## config.mk

```make
export PLATFORM = sky130hd
export DESIGN_NAME = mem_slot_arbiter_flat
export DESIGN_NICKNAME = d
export VERILOG_FILES = /design/src/rtl/mem_slot_arbiter_if.sv /design/src/rtl/mem_slot_arbiter.sv /design/src/flat_wrapper.sv
export SDC_FILE = /design/constraint.sdc
export NUM_CORES = 1
export LEC_CHECK = 0
export ABC_AREA = 0
export BUFFER_PORTS_ARGS = -buffer_cell sky130_fd_sc_hd__clkbuf_2
export CAP_MARGIN = 20
export CORE_UTILIZATION = 26
export DETAILED_ROUTE_END_ITERATION = 7
export RECOVER_POWER = 50
export REMOVE_ABC_BUFFERS = 1
export SLEW_MARGIN = 25
export SYNTH_ARGS = -nofsm -noshare
export SYNTH_HDL_FRONTEND = slang
export SYNTH_SLANG_ARGS = --single-unit
```

## constraint.sdc

```tcl
create_clock -name clk_sys -period 2.8 [get_ports clk_sys]
set_input_delay 0 -clock clk_sys [delete_from_list [all_inputs] [get_ports clk_sys]]
set_output_delay 0 -clock clk_sys [all_outputs]
set_load 0.005 [all_outputs]
```

## src/rtl/mem_slot_arbiter_if.sv

```systemverilog
// Signal bundle between the SDRAM slot arbiter and its requesters / SDRAM controller.
// master = core, loader, DMA and SDRAM side; slave = the arbiter.
interface mem_slot_arbiter_if #(
  parameter int ADDR_W   = 25,
  parameter int STARVE_W = 4
);
  logic              sync;
  logic              phi0;
  logic              vid_blnk;
  logic [ADDR_W-1:0] vid_adr;

  logic              cpu_req;
  logic              cpu_we;
  logic [ADDR_W-1:0] cpu_adr;
  logic [7:0]        cpu_di;

  logic              ld_active;
  logic              ld_we;
  logic [ADDR_W-1:0] ld_adr;
  logic [7:0]        ld_data;
  logic              ld_full;
  logic              ld_overflow;

  // DMA handshake: dma_req is a level held with stable dma_adr/dma_we/dma_di
  // until the one-cycle dma_ack; dropping dma_req before dma_ack cancels it.
  // A read grant is answered by a one-cycle dma_rvalid one slot later.
  logic              dma_req;
  logic              dma_we;
  logic [ADDR_W-1:0] dma_adr;
  logic [7:0]        dma_di;
  logic              dma_ack;
  logic              dma_rvalid;
  logic [7:0]        dma_dout;

  logic [7:0]        sd_do;
  logic [ADDR_W-1:0] sd_adr;
  logic              sd_we;
  logic [7:0]        sd_di;

  logic [1:0]        owner;
  logic              cpu_stall;

  logic [STARVE_W-1:0] starve;
  logic                dma_pending;

  modport master (
    output sync, phi0, vid_blnk, vid_adr,
    output cpu_req, cpu_we, cpu_adr, cpu_di,
    output ld_active, ld_we, ld_adr, ld_data,
    input  ld_full, ld_overflow,
    output dma_req, dma_we, dma_adr, dma_di,
    input  dma_ack, dma_rvalid, dma_dout,
    output sd_do,
    input  sd_adr, sd_we, sd_di,
    input  owner, cpu_stall,
    input  starve, dma_pending
  );

  modport slave (
    input  sync, phi0, vid_blnk, vid_adr,
    input  cpu_req, cpu_we, cpu_adr, cpu_di,
    input  ld_active, ld_we, ld_adr, ld_data,
    output ld_full, ld_overflow,
    input  dma_req, dma_we, dma_adr, dma_di,
    output dma_ack, dma_rvalid, dma_dout,
    input  sd_do,
    output sd_adr, sd_we, sd_di,
    output owner, cpu_stall,
    output starve, dma_pending
  );
endinterface

```

## src/rtl/mem_slot_arbiter.sv

```systemverilog
// Per-slot owner selection for the byte-wide SDRAM port: video, CPU, loader FIFO, DMA.
// Grants are decided on the sync cycle and held as registered outputs for the slot.
module mem_slot_arbiter #(
  parameter int ADDR_W     = 25,
  parameter int FIFO_AW    = 2,
  parameter int STARVE_MAX = 8
) (
  input logic               clk_sys,
  input logic               rst_n,
  mem_slot_arbiter_if.slave bus
);
  localparam int DEPTH = 1 << FIFO_AW;
  localparam int CW    = FIFO_AW + 1;
  localparam int SW    = $clog2(STARVE_MAX + 1);
  localparam logic [CW-1:0] FULL_CNT   = CW'(DEPTH);
  localparam logic [SW-1:0] STARVE_LIM = SW'(STARVE_MAX);

  typedef enum logic [1:0] {
    OWN_VID = 2'd0,
    OWN_CPU = 2'd1,
    OWN_LD  = 2'd2,
    OWN_DMA = 2'd3
  } owner_t;

  logic [ADDR_W-1:0]  fifo_adr [DEPTH];
  logic [7:0]         fifo_dat [DEPTH];
  logic [FIFO_AW-1:0] wr_ptr;
  logic [FIFO_AW-1:0] rd_ptr;
  logic [CW-1:0]      count;
  logic               overflow;

  logic [SW-1:0]      starve;
  logic               rd_pend;

  owner_t             owner;
  logic [ADDR_W-1:0]  sd_adr;
  logic               sd_we;
  logic [7:0]         sd_di;
  logic               cpu_stall;
  logic               dma_ack;
  logic               dma_rvalid;
  logic [7:0]         dma_dout;

  logic               fifo_empty;
  logic               fifo_full;
  logic               pop;
  logic               push;

  owner_t             nxt_owner;
  logic [ADDR_W-1:0]  nxt_adr;
  logic               nxt_we;
  logic [7:0]         nxt_di;
  logic               dma_win;
  logic [SW-1:0]      nxt_starve;

  assign fifo_empty = (count == '0);
  assign fifo_full  = (count == FULL_CNT);
  assign pop        = bus.sync && !fifo_empty;
  // A full FIFO still accepts a strobe when the head leaves on the same edge.
  assign push       = bus.ld_we && (!fifo_full || pop);

  always_comb begin
    nxt_owner = OWN_VID;
    nxt_adr   = bus.vid_adr;
    nxt_we    = 1'b0;
    nxt_di    = '0;
    dma_win   = 1'b0;
    if (!fifo_empty) begin
      nxt_owner = OWN_LD;
      nxt_adr   = fifo_adr[rd_ptr];
      nxt_we    = 1'b1;
      nxt_di    = fifo_dat[rd_ptr];
    end else if (bus.ld_active) begin
      if (bus.phi0) begin
        nxt_owner = OWN_CPU;
        nxt_adr   = bus.cpu_adr;
      end
    end else if (!bus.phi0) begin
      dma_win = bus.vid_blnk && bus.dma_req;
    end else begin
      dma_win = bus.dma_req && (!bus.cpu_req || starve == STARVE_LIM);
      if (!dma_win) begin
        nxt_owner = OWN_CPU;
        nxt_adr   = bus.cpu_adr;
        nxt_we    = bus.cpu_we && bus.cpu_req;
        nxt_di    = bus.cpu_di;
      end
    end
    if (dma_win) begin
      nxt_owner = OWN_DMA;
      nxt_adr   = bus.dma_adr;
      nxt_we    = bus.dma_we;
      nxt_di    = bus.dma_di;
    end
  end

  // Only a normal CPU slot that the CPU actually won counts as a DMA loss.
  always_comb begin
    nxt_starve = starve;
    if (!bus.dma_req || dma_win) begin
      nxt_starve = '0;
    end else if (fifo_empty && !bus.ld_active && bus.phi0 && starve != STARVE_LIM) begin
      nxt_starve = starve + 1'b1;
    end
  end

  always_ff @(posedge clk_sys) begin
    if (push) begin
      fifo_adr[wr_ptr] <= bus.ld_adr;
      fifo_dat[wr_ptr] <= bus.ld_data;
    end
  end

  always_ff @(posedge clk_sys) begin
    if (!rst_n) begin
      wr_ptr     <= '0;
      rd_ptr     <= '0;
      count      <= '0;
      overflow   <= 1'b0;
      starve     <= '0;
      rd_pend    <= 1'b0;
      owner      <= OWN_VID;
      sd_adr     <= '0;
      sd_we      <= 1'b0;
      sd_di      <= '0;
      cpu_stall  <= 1'b0;
      dma_ack    <= 1'b0;
      dma_rvalid <= 1'b0;
      dma_dout   <= '0;
    end else begin
      dma_ack    <= 1'b0;
      dma_rvalid <= 1'b0;
      if (push) begin
        wr_ptr <= wr_ptr + 1'b1;
      end
      if (pop) begin
        rd_ptr <= rd_ptr + 1'b1;
      end
      if (push && !pop) begin
        count <= count + 1'b1;
      end else if (pop && !push) begin
        count <= count - 1'b1;
      end
      if (bus.ld_we && !push) begin
        overflow <= 1'b1;
      end
      if (bus.sync) begin
        owner     <= nxt_owner;
        sd_adr    <= nxt_adr;
        sd_we     <= nxt_we;
        sd_di     <= nxt_di;
        cpu_stall <= bus.phi0 && (nxt_owner != OWN_CPU);
        dma_ack   <= dma_win;
        starve    <= nxt_starve;
        // sd_do at this sync closes the previous slot, so it answers a pending DMA read.
        if (rd_pend) begin
          dma_rvalid <= 1'b1;
          dma_dout   <= bus.sd_do;
        end
        rd_pend <= dma_win && !bus.dma_we;
      end
    end
  end

  assign bus.owner       = owner;
  assign bus.sd_adr      = sd_adr;
  assign bus.sd_we       = sd_we;
  assign bus.sd_di       = sd_di;
  assign bus.cpu_stall   = cpu_stall;
  assign bus.dma_ack     = dma_ack;
  assign bus.dma_rvalid  = dma_rvalid;
  assign bus.dma_dout    = dma_dout;
  assign bus.ld_full     = fifo_full;
  assign bus.ld_overflow = overflow;
  assign bus.starve      = starve;
  assign bus.dma_pending = rd_pend;
endmodule

```

## src/flat_wrapper.sv

```systemverilog
// flat-port wrapper written by rule: the top's interface ports become plain ports
module mem_slot_arbiter_flat 
#(
  parameter int ADDR_W     = 25,
  parameter int FIFO_AW    = 2,
  parameter int STARVE_MAX = 8
)
  (clk_sys, rst_n, bus_sync, bus_phi0, bus_vid_blnk, bus_vid_adr, bus_cpu_req, bus_cpu_we, bus_cpu_adr, bus_cpu_di, bus_ld_active, bus_ld_we, bus_ld_adr, bus_ld_data, bus_ld_full, bus_ld_overflow, bus_dma_req, bus_dma_we, bus_dma_adr, bus_dma_di, bus_dma_ack, bus_dma_rvalid, bus_dma_dout, bus_sd_do, bus_sd_adr, bus_sd_we, bus_sd_di, bus_owner, bus_cpu_stall, bus_starve, bus_dma_pending);
  mem_slot_arbiter_if #(.ADDR_W(ADDR_W)) bus_i ();
  input logic clk_sys;
  input logic rst_n;
  input wire logic [$bits(bus_i.sync)-1:0] bus_sync;
  input wire logic [$bits(bus_i.phi0)-1:0] bus_phi0;
  input wire logic [$bits(bus_i.vid_blnk)-1:0] bus_vid_blnk;
  input wire logic [$bits(bus_i.vid_adr)-1:0] bus_vid_adr;
  input wire logic [$bits(bus_i.cpu_req)-1:0] bus_cpu_req;
  input wire logic [$bits(bus_i.cpu_we)-1:0] bus_cpu_we;
  input wire logic [$bits(bus_i.cpu_adr)-1:0] bus_cpu_adr;
  input wire logic [$bits(bus_i.cpu_di)-1:0] bus_cpu_di;
  input wire logic [$bits(bus_i.ld_active)-1:0] bus_ld_active;
  input wire logic [$bits(bus_i.ld_we)-1:0] bus_ld_we;
  input wire logic [$bits(bus_i.ld_adr)-1:0] bus_ld_adr;
  input wire logic [$bits(bus_i.ld_data)-1:0] bus_ld_data;
  output wire logic [$bits(bus_i.ld_full)-1:0] bus_ld_full;
  output wire logic [$bits(bus_i.ld_overflow)-1:0] bus_ld_overflow;
  input wire logic [$bits(bus_i.dma_req)-1:0] bus_dma_req;
  input wire logic [$bits(bus_i.dma_we)-1:0] bus_dma_we;
  input wire logic [$bits(bus_i.dma_adr)-1:0] bus_dma_adr;
  input wire logic [$bits(bus_i.dma_di)-1:0] bus_dma_di;
  output wire logic [$bits(bus_i.dma_ack)-1:0] bus_dma_ack;
  output wire logic [$bits(bus_i.dma_rvalid)-1:0] bus_dma_rvalid;
  output wire logic [$bits(bus_i.dma_dout)-1:0] bus_dma_dout;
  input wire logic [$bits(bus_i.sd_do)-1:0] bus_sd_do;
  output wire logic [$bits(bus_i.sd_adr)-1:0] bus_sd_adr;
  output wire logic [$bits(bus_i.sd_we)-1:0] bus_sd_we;
  output wire logic [$bits(bus_i.sd_di)-1:0] bus_sd_di;
  output wire logic [$bits(bus_i.owner)-1:0] bus_owner;
  output wire logic [$bits(bus_i.cpu_stall)-1:0] bus_cpu_stall;
  output wire logic [$bits(bus_i.starve)-1:0] bus_starve;
  output wire logic [$bits(bus_i.dma_pending)-1:0] bus_dma_pending;
  assign bus_i.sync = bus_sync;
  assign bus_i.phi0 = bus_phi0;
  assign bus_i.vid_blnk = bus_vid_blnk;
  assign bus_i.vid_adr = bus_vid_adr;
  assign bus_i.cpu_req = bus_cpu_req;
  assign bus_i.cpu_we = bus_cpu_we;
  assign bus_i.cpu_adr = bus_cpu_adr;
  assign bus_i.cpu_di = bus_cpu_di;
  assign bus_i.ld_active = bus_ld_active;
  assign bus_i.ld_we = bus_ld_we;
  assign bus_i.ld_adr = bus_ld_adr;
  assign bus_i.ld_data = bus_ld_data;
  assign bus_ld_full = bus_i.ld_full;
  assign bus_ld_overflow = bus_i.ld_overflow;
  assign bus_i.dma_req = bus_dma_req;
  assign bus_i.dma_we = bus_dma_we;
  assign bus_i.dma_adr = bus_dma_adr;
  assign bus_i.dma_di = bus_dma_di;
  assign bus_dma_ack = bus_i.dma_ack;
  assign bus_dma_rvalid = bus_i.dma_rvalid;
  assign bus_dma_dout = bus_i.dma_dout;
  assign bus_i.sd_do = bus_sd_do;
  assign bus_sd_adr = bus_i.sd_adr;
  assign bus_sd_we = bus_i.sd_we;
  assign bus_sd_di = bus_i.sd_di;
  assign bus_owner = bus_i.owner;
  assign bus_cpu_stall = bus_i.cpu_stall;
  assign bus_starve = bus_i.starve;
  assign bus_dma_pending = bus_i.dma_pending;
  mem_slot_arbiter #(.ADDR_W(ADDR_W), .FIFO_AW(FIFO_AW), .STARVE_MAX(STARVE_MAX)) u_core (.clk_sys(clk_sys), .rst_n(rst_n), .bus(bus_i));
endmodule
```

==> results of run 1 <==
==> power groups by stage <==
stage / registers [mW] / clock network, mW / logic [mW]
after floorplan: 3.71 / 0 / 1.13
after global placement: 3.73 / 0 / 2.06
after detailed placement: 3.73 / 0 / 2.07
after CTS: 3.67 / 2.64 / 2.35
after global routing: 3.71 / 2.72 / 2.51
final: 3.66 / 2.56 / 2.30
==> synth_stat cells, types with 2 or more instances <==
cell / n
nand3_1: 66
clkbuf_1: 31
and3_1: 2
nand2_1: 17
nor3b_1: 3
ha_1: 7
nand2b_1: 5
or3_1: 3
buf_1: 4
buf_2: 9
and3b_1: 2
o21ai_0: 31
nor3_1: 3
a211o_1: 3
xnor2_1: 5
nor2b_1: 6
a31oi_1: 25
mux4_2: 19
inv_1: 9
o211ai_1: 10
a22oi_1: 28
a21oi_1: 12
a32oi_1: 11
edfxtp_1: 132
nor2_1: 6
a21boi_0: 10
and2_1: 11
nand4b_1: 2
dfxtp_1: 62
mux2i_1: 40
==> state kept, by name, indices dropped and copies added (netlist names), named ones only <==
register	cells
u_core.fifo_adr	100
u_core.fifo_dat	32
u_core.bus.sd_adr	25
u_core.bus.dma_dout	8
u_core.bus.sd_di	8
u_core.bus.starve	4
u_core.count	3
u_core.bus.owner	2
u_core.rd_ptr	2
u_core.wr_ptr	2
u_core.bus.cpu_stall	1
u_core.bus.dma_ack	1
u_core.bus.dma_pending	1
u_core.bus.dma_rvalid	1
u_core.bus.ld_overflow	1
u_core.bus.sd_we	1
==> per-layer routing <==
metal  wire length (um)  share of wire  vias to the layer above
met2              11300           0.47                      210
met1              11000           0.46                     3034
met5                  0              0                        -
met4                212         0.0089                        0
met3               1340          0.056                       16
li1                   -              -                     2937
==> kinds of logic (layout without fill, tap and decap cells) <==
kind of cell / count (synthesis) / count (layout) / share of synthesized area
AO/OA/AOI/OAI: 139 / 139 / 0.116
XOR/XNOR: 6 / 6 / 0.00650
adder cells (fa/ha/maj): 8 / 8 / 0.0133
buffers and inverters: 53 / 370 / 0.0260
flip-flops: 194 / 194 / 0.644
multiplexers: 60 / 60 / 0.104
other: 0 / 1 / 0
AND/OR/NAND/NOR: 134 / 134 / 0.0898
==> metrics by stage <==
stage | power (mW) | cells | hold slack [ps] | cell area, um2 | setup WS, ps
floorplan | 4.83 | 550 | 89.4 | 7900 | -1040
global placement | 5.79 | 1164 | 218 | 9620 | 548
detailed placement | 5.81 | 1164 | 224 | 9620 | 521
CTS | 8.66 | 1307 | 31.1 | 11400 | 27.3
global route | 8.95 | 1308 | 70.8 | 11300 | 48.1
finish | 8.52 | 1308 | 59.3 | 11300 | 201
==> how the worst max path moves through the flow <==
stage                                           start                                 end  slack, ps  cells past startpoint
floorplan           u_core.bus.starve[0]$_SDFFE_PN0P_  u_core.bus.sd_adr[20]$_SDFFE_PN0P_      -1040                      6
global placement         u_core.count[0]$_SDFFE_PN0P_        u_core.count[2]$_SDFFE_PN0P_        550                      8
detailed placement       u_core.count[0]$_SDFFE_PN0P_        u_core.count[2]$_SDFFE_PN0P_        520                      8
CTS                 u_core.bus.starve[0]$_SDFFE_PN0P_  u_core.bus.sd_adr[20]$_SDFFE_PN0P_         30                      8
global route        u_core.bus.starve[0]$_SDFFE_PN0P_   u_core.bus.sd_adr[9]$_SDFFE_PN0P_         50                      8
finish              u_core.bus.starve[0]$_SDFFE_PN0P_   u_core.bus.sd_adr[8]$_SDFFE_PN0P_        200                      8
==> final cells by class <==
cell class	instances	area (um2)
fill	3015	19300
timing repair buffer	329	2190
tap	396	495
sequential	194	5210
inverter	9	33.8
clock inverter	14	184
antenna	1	2.50
clock buffer	18	439
multi-input combinational	347	2710
==> worst reg2reg max path, delay by kind of cell, from the launching register on <==
kind | cells | cell delay, ps
compound gates | 2 | 520
buf+inv | 3 | 1220
fa+ha+maj | 1 | 170
flops | 1 | 340
simple gates | 2 | 300
==> repair_timing <==
action | CTS | global route
resized for setup | 0 | 1
setup endpoints to repair | 0 | 10
buffers inserted | 0 | 0
hold buffers | 111 | 0
hold endpoints to repair | 177 | 0
==> cell usage in the layout, fill, tap and decap left out, drive strengths merged, types with 2 or more instances in the layout <==
cell type,count
a32oi,11
nand2b,5
a22oi,28
ha,7
nand2,17
a21boi,10
dfxtp,62
clkbuf,214
or3,4
a211o,3
mux2i,40
nor3,4
o211ai,10
and3,2
o21ai,32
xnor2,5
clkinv,5
edfxtp,132
dlygate4sd3,111
and3b,2
mux4,19
a31oi,25
and2,12
nand3,66
a21oi,12
buf,22
inv,17
nor2b,6
nor2,6
nand4b,2
nor3b,3
==> results, run 1 <==
- The number of ports placed on the die boundary is 197.
- In this run the critical register-to-register path is captured at u_core.bus.sd_adr[8]$_SDFFE_PN0P_.
- The wire length of the first global-routing pass is 35.1 mm.
- The number of hold violations in the final report is 0.
- The number of clock buffers added by TritonCTS is 17.
- The classification of the worst setup path is register to register.
- The setup slack on the worst flop-to-flop path is 200 ps.
- The post-synth design cell area is 0.00808 mm2.
- Of all cell types, the one taking the most synthesized area is edfxtp_1.
- The part of the Yosys area used for sequential elements is 0.644.
- By area the synthesized netlist is led by edfxtp_1, dfxtp_1, mux4_2.
- The count of input and output buffers is 196.
- The switching share of power is 0.318.
- The routability congestion estimate from global placement is 0.776.
- For met1 alone, demand over resource in global routing was 0.199.
- The biggest cell delay along the critical path is 580 ps.
- STA puts the critical path data required time at 3180 ps.
- The critical path goes through inv_1, ha_1, nand4b_1, a311oi_4, nand3_1, dlygate4sd3_1, a31oi_1, dlygate4sd3_1.
- After clock tree synthesis, the clock-pin slew on the worst setup and hold paths is 80 ps.
- The mean cell area of the mapped netlist is 13.6 um2.
- For this design the static power due to leakage is 4.01 nW.
- The master of the slowest instance on the critical path is dlygate4sd3_1.
- For this run, the total global-route usage over all layers was measured as 0.149.
- The main flop type after synthesis is edfxtp_1.
- The global routing stage identified its most utilized layer as met2.
- The part of the power in the clock network is 0.300.
- At the pin with the least slew margin, the transition time is 998 ps.
- The ratio of cells with drive above 1 in the final layout is 0.229.
- The count of synthesis-stage warnings from yosys is 0.
- The initial antenna violation count is 1.
- The die boundary height is 178 um.
- The tree built by TritonCTS fans out to 194 sinks.
- Dividing total power by cell area gives a power density of 757 mW/mm2.
- The H-tree generated during clock tree synthesis spans 4 levels.
- The routed wirelength normalized by instance count is 18.2 um.
- The internal power of the cells totals 5.82 mW.
- The residual antenna-violating net count after detailed routing is 0.
- The number of global-route vias before repair is 6176.
- Adding up every negative setup slack in the final design gives 0 ps.
- For the worst-skew pair, the clock arrives at the later sink with an insertion delay of 440 ps.
- The met2 usage in global routing is 0.248.
- The via density per instance is 4.74.
- The combinational group share of total power is 0.270.
- Synthesis inferred 194 register bits.
- The global-route met3 utilization is 0.0311.
- Data on the critical path arrives at its endpoint at 2980 ps.
- The initial utilization of the core area, before any placement, comes to 0.264.
- The cell count of the worst reg-to-reg path is 8.
- The startpoint identified for the worst hold timing path is bus_dma_req.
- The max-slew violation count is 0.
- The final route contains 6197 vias.
- The number of max-cap violations is 0.
- The net count of the finished layout is 1049.
- Measured on the finished design, the core utilization comes to 0.368.
- Counting along the longest clock path gives a buffer depth of 2.
- The worst-case headroom to the max-slew limit is 0.335.
- The final layout contains routed wiring with a total length of 23.8 mm.
- The kind of capture point of the worst setup path is a register.
- TritonCTS built the clock tree.
- The total overflow left after global routing is 0.
- For the finished layout, the period the worst path requires is 2600 ps.
- The period utilization is 0.928.
- In this design, the largest share of critical-path delay is due to buffers and inverters.
- The worst-case clock skew is 12.6 ps.
- The die outline width is 178 um.
- Of all flip-flops after synthesis, the portion carrying an async set or reset was 0.
- The switching power summed over all nets is 2.71 mW.
- The reg-to-reg critical path startpoint is u_core.bus.starve[0]$_SDFFE_PN0P_.
- The number of enable flip-flop cells after synthesis is 132.
- The area share of the largest cell type after synthesis is 0.491.
- Clock tree synthesis selected as its root buffer the cell clkbuf_16.
- The first detailed-routing pass ran for 6 iterations.
- Along the worst hold path, the cell count comes to 4.
- The flow ran to the end, and the final reports show no timing, DRC or antenna violations.
- The timing-limited maximum frequency is 385 MHz.
- The detailed-route DRC error count is 0.
- Along the worst path, the maximum fanout reaches 4.
- The overall die area is 0.0318 mm2.
- The detailed placer's ending HPWL is 15.0 mm.
- Relative to the synthesized area, the layout overhead comes to 39.4%.
- The share of power burned in registers is 0.430.
- Among the stages of the critical path, the cell type that occurs most often is dlygate4sd3_1.
- The area of the placeable core is 0.0306 mm2.
- The floorplan has 64 rows.
- The category of the worst setup path launch point is a register.
- The largest net degree at the start of global routing is 41.
- The violation count after the first detailed-route iteration is 418.
- The count of mapped cells out of synthesis is 594.
- Setup repair after global routing left no endpoint under its margin.
- In this run the worst hold path is classified as primary input to register.
- The number of buffers and inverters on the critical path is 3.
- The number of different library cells in the post-synthesis netlist is 50.
- The worst hold path terminates at u_core.bus.starve[1]$_SDFFE_PN0P_.
- The largest vdd supply drop is 0.495 mV.
- Setup violations remaining at the end of the flow were counted as 0.
(Power assumes the default switching activity.)
==> run 2: changes to the inputs <==
RECOVER_POWER = default   (was 50)
==> run 2 against run 1 <==
Global-route usage did not move. Final cell count did not move. Via count fell by 0.15%. Routed wire length fell by 0.50%. Sequential power barely moved. Power rose by 0.49%. Fmax rose by 0.11%. Critical endpoint unchanged.
==> results, run 2 (synthesis results as in run 1) <==
- The run finished with clean final reports.
- The residual antenna-violating net count after detailed routing was 0 (unchanged).
- The detailed-route via count is 6188 (-0.15%).
- The count of endpoints failing setup in the final report came to 0 (unchanged).
- The total cell area at the placement stage is 0.00962 mm2 (unchanged).
- The die boundary height was 178 um (unchanged).
- The area of the placeable core is 0.0306 mm2 (unchanged).
- The detailed-route DRC error count is 0 (unchanged).
- The number of max-cap violations is 0 (unchanged).
- The critical path goes through inv_1, ha_1, nand4b_1, a311oi_4, nand3_1, dlygate4sd3_1, a31oi_1, dlygate4sd3_1.
- The initial core utilization is 0.264 (unchanged).
- The category of the worst setup path launch point is a register.
- The area added between synthesis and finish is 40.6%.
- The buffering stage count on the worst path with inverters included is 3 (unchanged).
- The timing-limited maximum frequency is 385 MHz (+0.11%).
- The number of buffers inserted to repair setup after CTS is 0 (unchanged).
- The final net count is 1049 (unchanged).
- Counting flops per register, the top entry is u_core.fifo_adr.
- The data arrival time of the worst path came to 2980 ps (about the same).
- The via density per instance is 4.73 (-0.15%).
- The detailed placer's ending HPWL came to 15.0 mm (unchanged).
- The worst hold-check path type is primary input to register.
- The required time of the critical path is 3180 ps (about the same).
- The floorplan row count was 64 (unchanged).
- The worst setup path is captured at a register.
- The largest buffer count on any clock path is 2 (unchanged).
- The initial antenna violation count is 1 (unchanged).
- The root cell of the clock tree is clkbuf_16.
- The slew at the pin closest to its max-slew limit is 1000 ps (+6.43 ps).
- The maximum level of the CTS H-tree was 4 (unchanged).
- The routability congestion estimate from global placement is 0.776 (unchanged).
- The die outline width was 178 um (unchanged).
- The number of global-route vias before repair is 6176 (unchanged).
- The fill cell instance count of the final layout is 2996 (-0.63%).
- The areal power density over the cells is 754 mW/mm2 (-0.36%).
- The number of flip-flops in the largest register is 100 (unchanged).
- The combined global-route utilization of all metal layers is 0.149 (unchanged).
- The biggest cell delay along the critical path was 580 ps (about the same).
- The sum of internal, switching and leakage power is 8.57 mW (+0.49%).
- The top cell types in the final layout, fill and taps aside, are clkbuf_2, edfxtp_1, dlygate4sd3_1.
- The largest fanout of any net on the critical path was 4 (unchanged).
- The violation count after the first detailed-route iteration is 419 (+0.24%).
- The sum of routed wire length over all layers is 23.7 mm (-0.50%).
- The largest vdd supply drop is 0.493 mV (-0.44%).
- The number of ports placed on the die boundary is 197 (unchanged).
- The max-slew violation count is 0 (unchanged).
- The number of clock sinks came to 194 (unchanged).
- The final critical-path required period is 2600 ps (-2.98 ps).
- The insertion delay to the later sink of the worst-skew pair is 440 ps (about the same).
- Among all stages on the critical path, the largest delay is contributed by dlygate4sd3_1.
- The number of buffers added by the clock tree synthesis step was 17 (unchanged).
- The final design instance area without fill was 0.0114 mm2 (+0.86%).
- The clock slew seen by the registers of the worst setup and hold paths came to 80 ps (about the same).
- Setup repair after global routing left no endpoint under its margin.
- The worst-case headroom to the max-slew limit is 0.330 (-0.00429).
- The worst-case clock skew is 17.8 ps (+5.18 ps).
- The classification of the worst setup path is register to register.
- The library cell appearing most often on the critical path is dlygate4sd3_1.
- The iteration count of the initial detailed-routing pass is 4 (-2).
- The count of input and output buffers is 196 (unchanged).
- The overall die area is 0.0318 mm2 (unchanged).
- The leakage power is 4.26 nW (+6.1%).
- The largest registers in the layout are u_core.fifo_adr (100), u_core.fifo_dat (32), u_core.bus.sd_adr (25).
- In this design, the largest share of critical-path delay is due to buffers and inverters.
- The global route total overflow is 0 (unchanged).
- The period utilization came to 0.927 (-0.00106).
- TritonCTS built the clock tree.
- The number of hold violations in the final report is 0 (unchanged).
- The library cell used most frequently in the layout, excluding fill and tap cells, is clkbuf_2.
- The routed wirelength normalized by instance count came to 18.1 um (-0.50%).
- The setup TNS was 0 ps (unchanged).
- The ratio of cells with drive above 1 in the final layout is 0.314 (+0.0845).
- The largest net degree at the start of global routing is 41 (unchanged).
- The wire length of the first global-routing pass came to 35.1 mm (unchanged).
[run 2: cell types whose count changed in the layout (fill, tap and decap cells not counted)]
| cell | delta |
|---|---|
| clkbuf_2 | +77 |
| and2_0 | -1 |
| clkbuf_1 | -77 |
| and2_1 | +1 |
[run 2: repair_timing]
action	4_1_cts	5_1_grt
hold endpoints to repair	177	0
gates resized for setup	0	1
hold buffers	111	0
endpoints found under the setup margin	0	10
[run 2: power breakdown]
| group | switching (mW) | internal (mW) | total (mW) | leakage, nW |
|---|---|---|---|---|
| registers | 0.242 | 3.42 | 3.66 | 1.72 |
| logic | 1.23 | 1.11 | 2.33 | 2.23 |
| clock network | 1.25 | 1.32 | 2.57 | 0.305 |
| total | 2.72 | 5.85 | 8.57 | 4.26 |
[run 2: routing by layer]
metal,routed length [um],share of wire,GRT usage
met3,1330,0.056,0.0311
met2,11200,0.47,0.248
met1,10900,0.46,0.199
met5,0,0,0
met4,192,0.0081,0.0350
[run 2: worst register-to-register path, cell delays in order (launching register included)]
cell	delay (ps)
dfxtp_1	340
inv_1	90
ha_1	170
nand4b_1	170
a311oi_4	400
nand3_1	130
dlygate4sd3_1	580
a31oi_1	120
dlygate4sd3_1	550
[run 2: final timing paths]
path                                              end                           startpoint  cells after the start  slack (ps)
hold / removal      u_core.bus.starve[1]$_SDFFE_PN0P_                          bus_dma_req                      4          50
setup / recovery    u_core.bus.sd_adr[8]$_SDFFE_PN0P_    u_core.bus.starve[0]$_SDFFE_PN0P_                      8         200
setup reg to reg    u_core.bus.sd_adr[8]$_SDFFE_PN0P_    u_core.bus.starve[0]$_SDFFE_PN0P_                      8         200
hold reg to reg   u_core.bus.dma_dout[0]$_SDFFE_PN0P_  u_core.bus.dma_dout[0]$_SDFFE_PN0P_                      2         470
[run 2: layout make-up]
type / count / area (um2) / area share
inverter: 9 / 33.8 / 0.00297
antenna: 1 / 2.50 / 0.000220
clock inverter: 14 / 184 / 0.0162
timing repair buffer: 329 / 2280 / 0.201
multi-input combinational: 347 / 2710 / 0.239
tap: 396 / 495 / 0.0436
sequential: 194 / 5210 / 0.459
clock buffer: 18 / 439 / 0.0387
[run 2: through the flow]
stage,util,hold slack [ps],instances,worst slack (ps)
after floorplan,-,89.4,550,-1040
after global placement,0.314,218,1164,548
after detailed placement,0.314,224,1164,521
after CTS,0.371,31.1,1307,27.3
after global routing,0.371,70.8,1308,48.3
final,0.371,51.1,1308,204
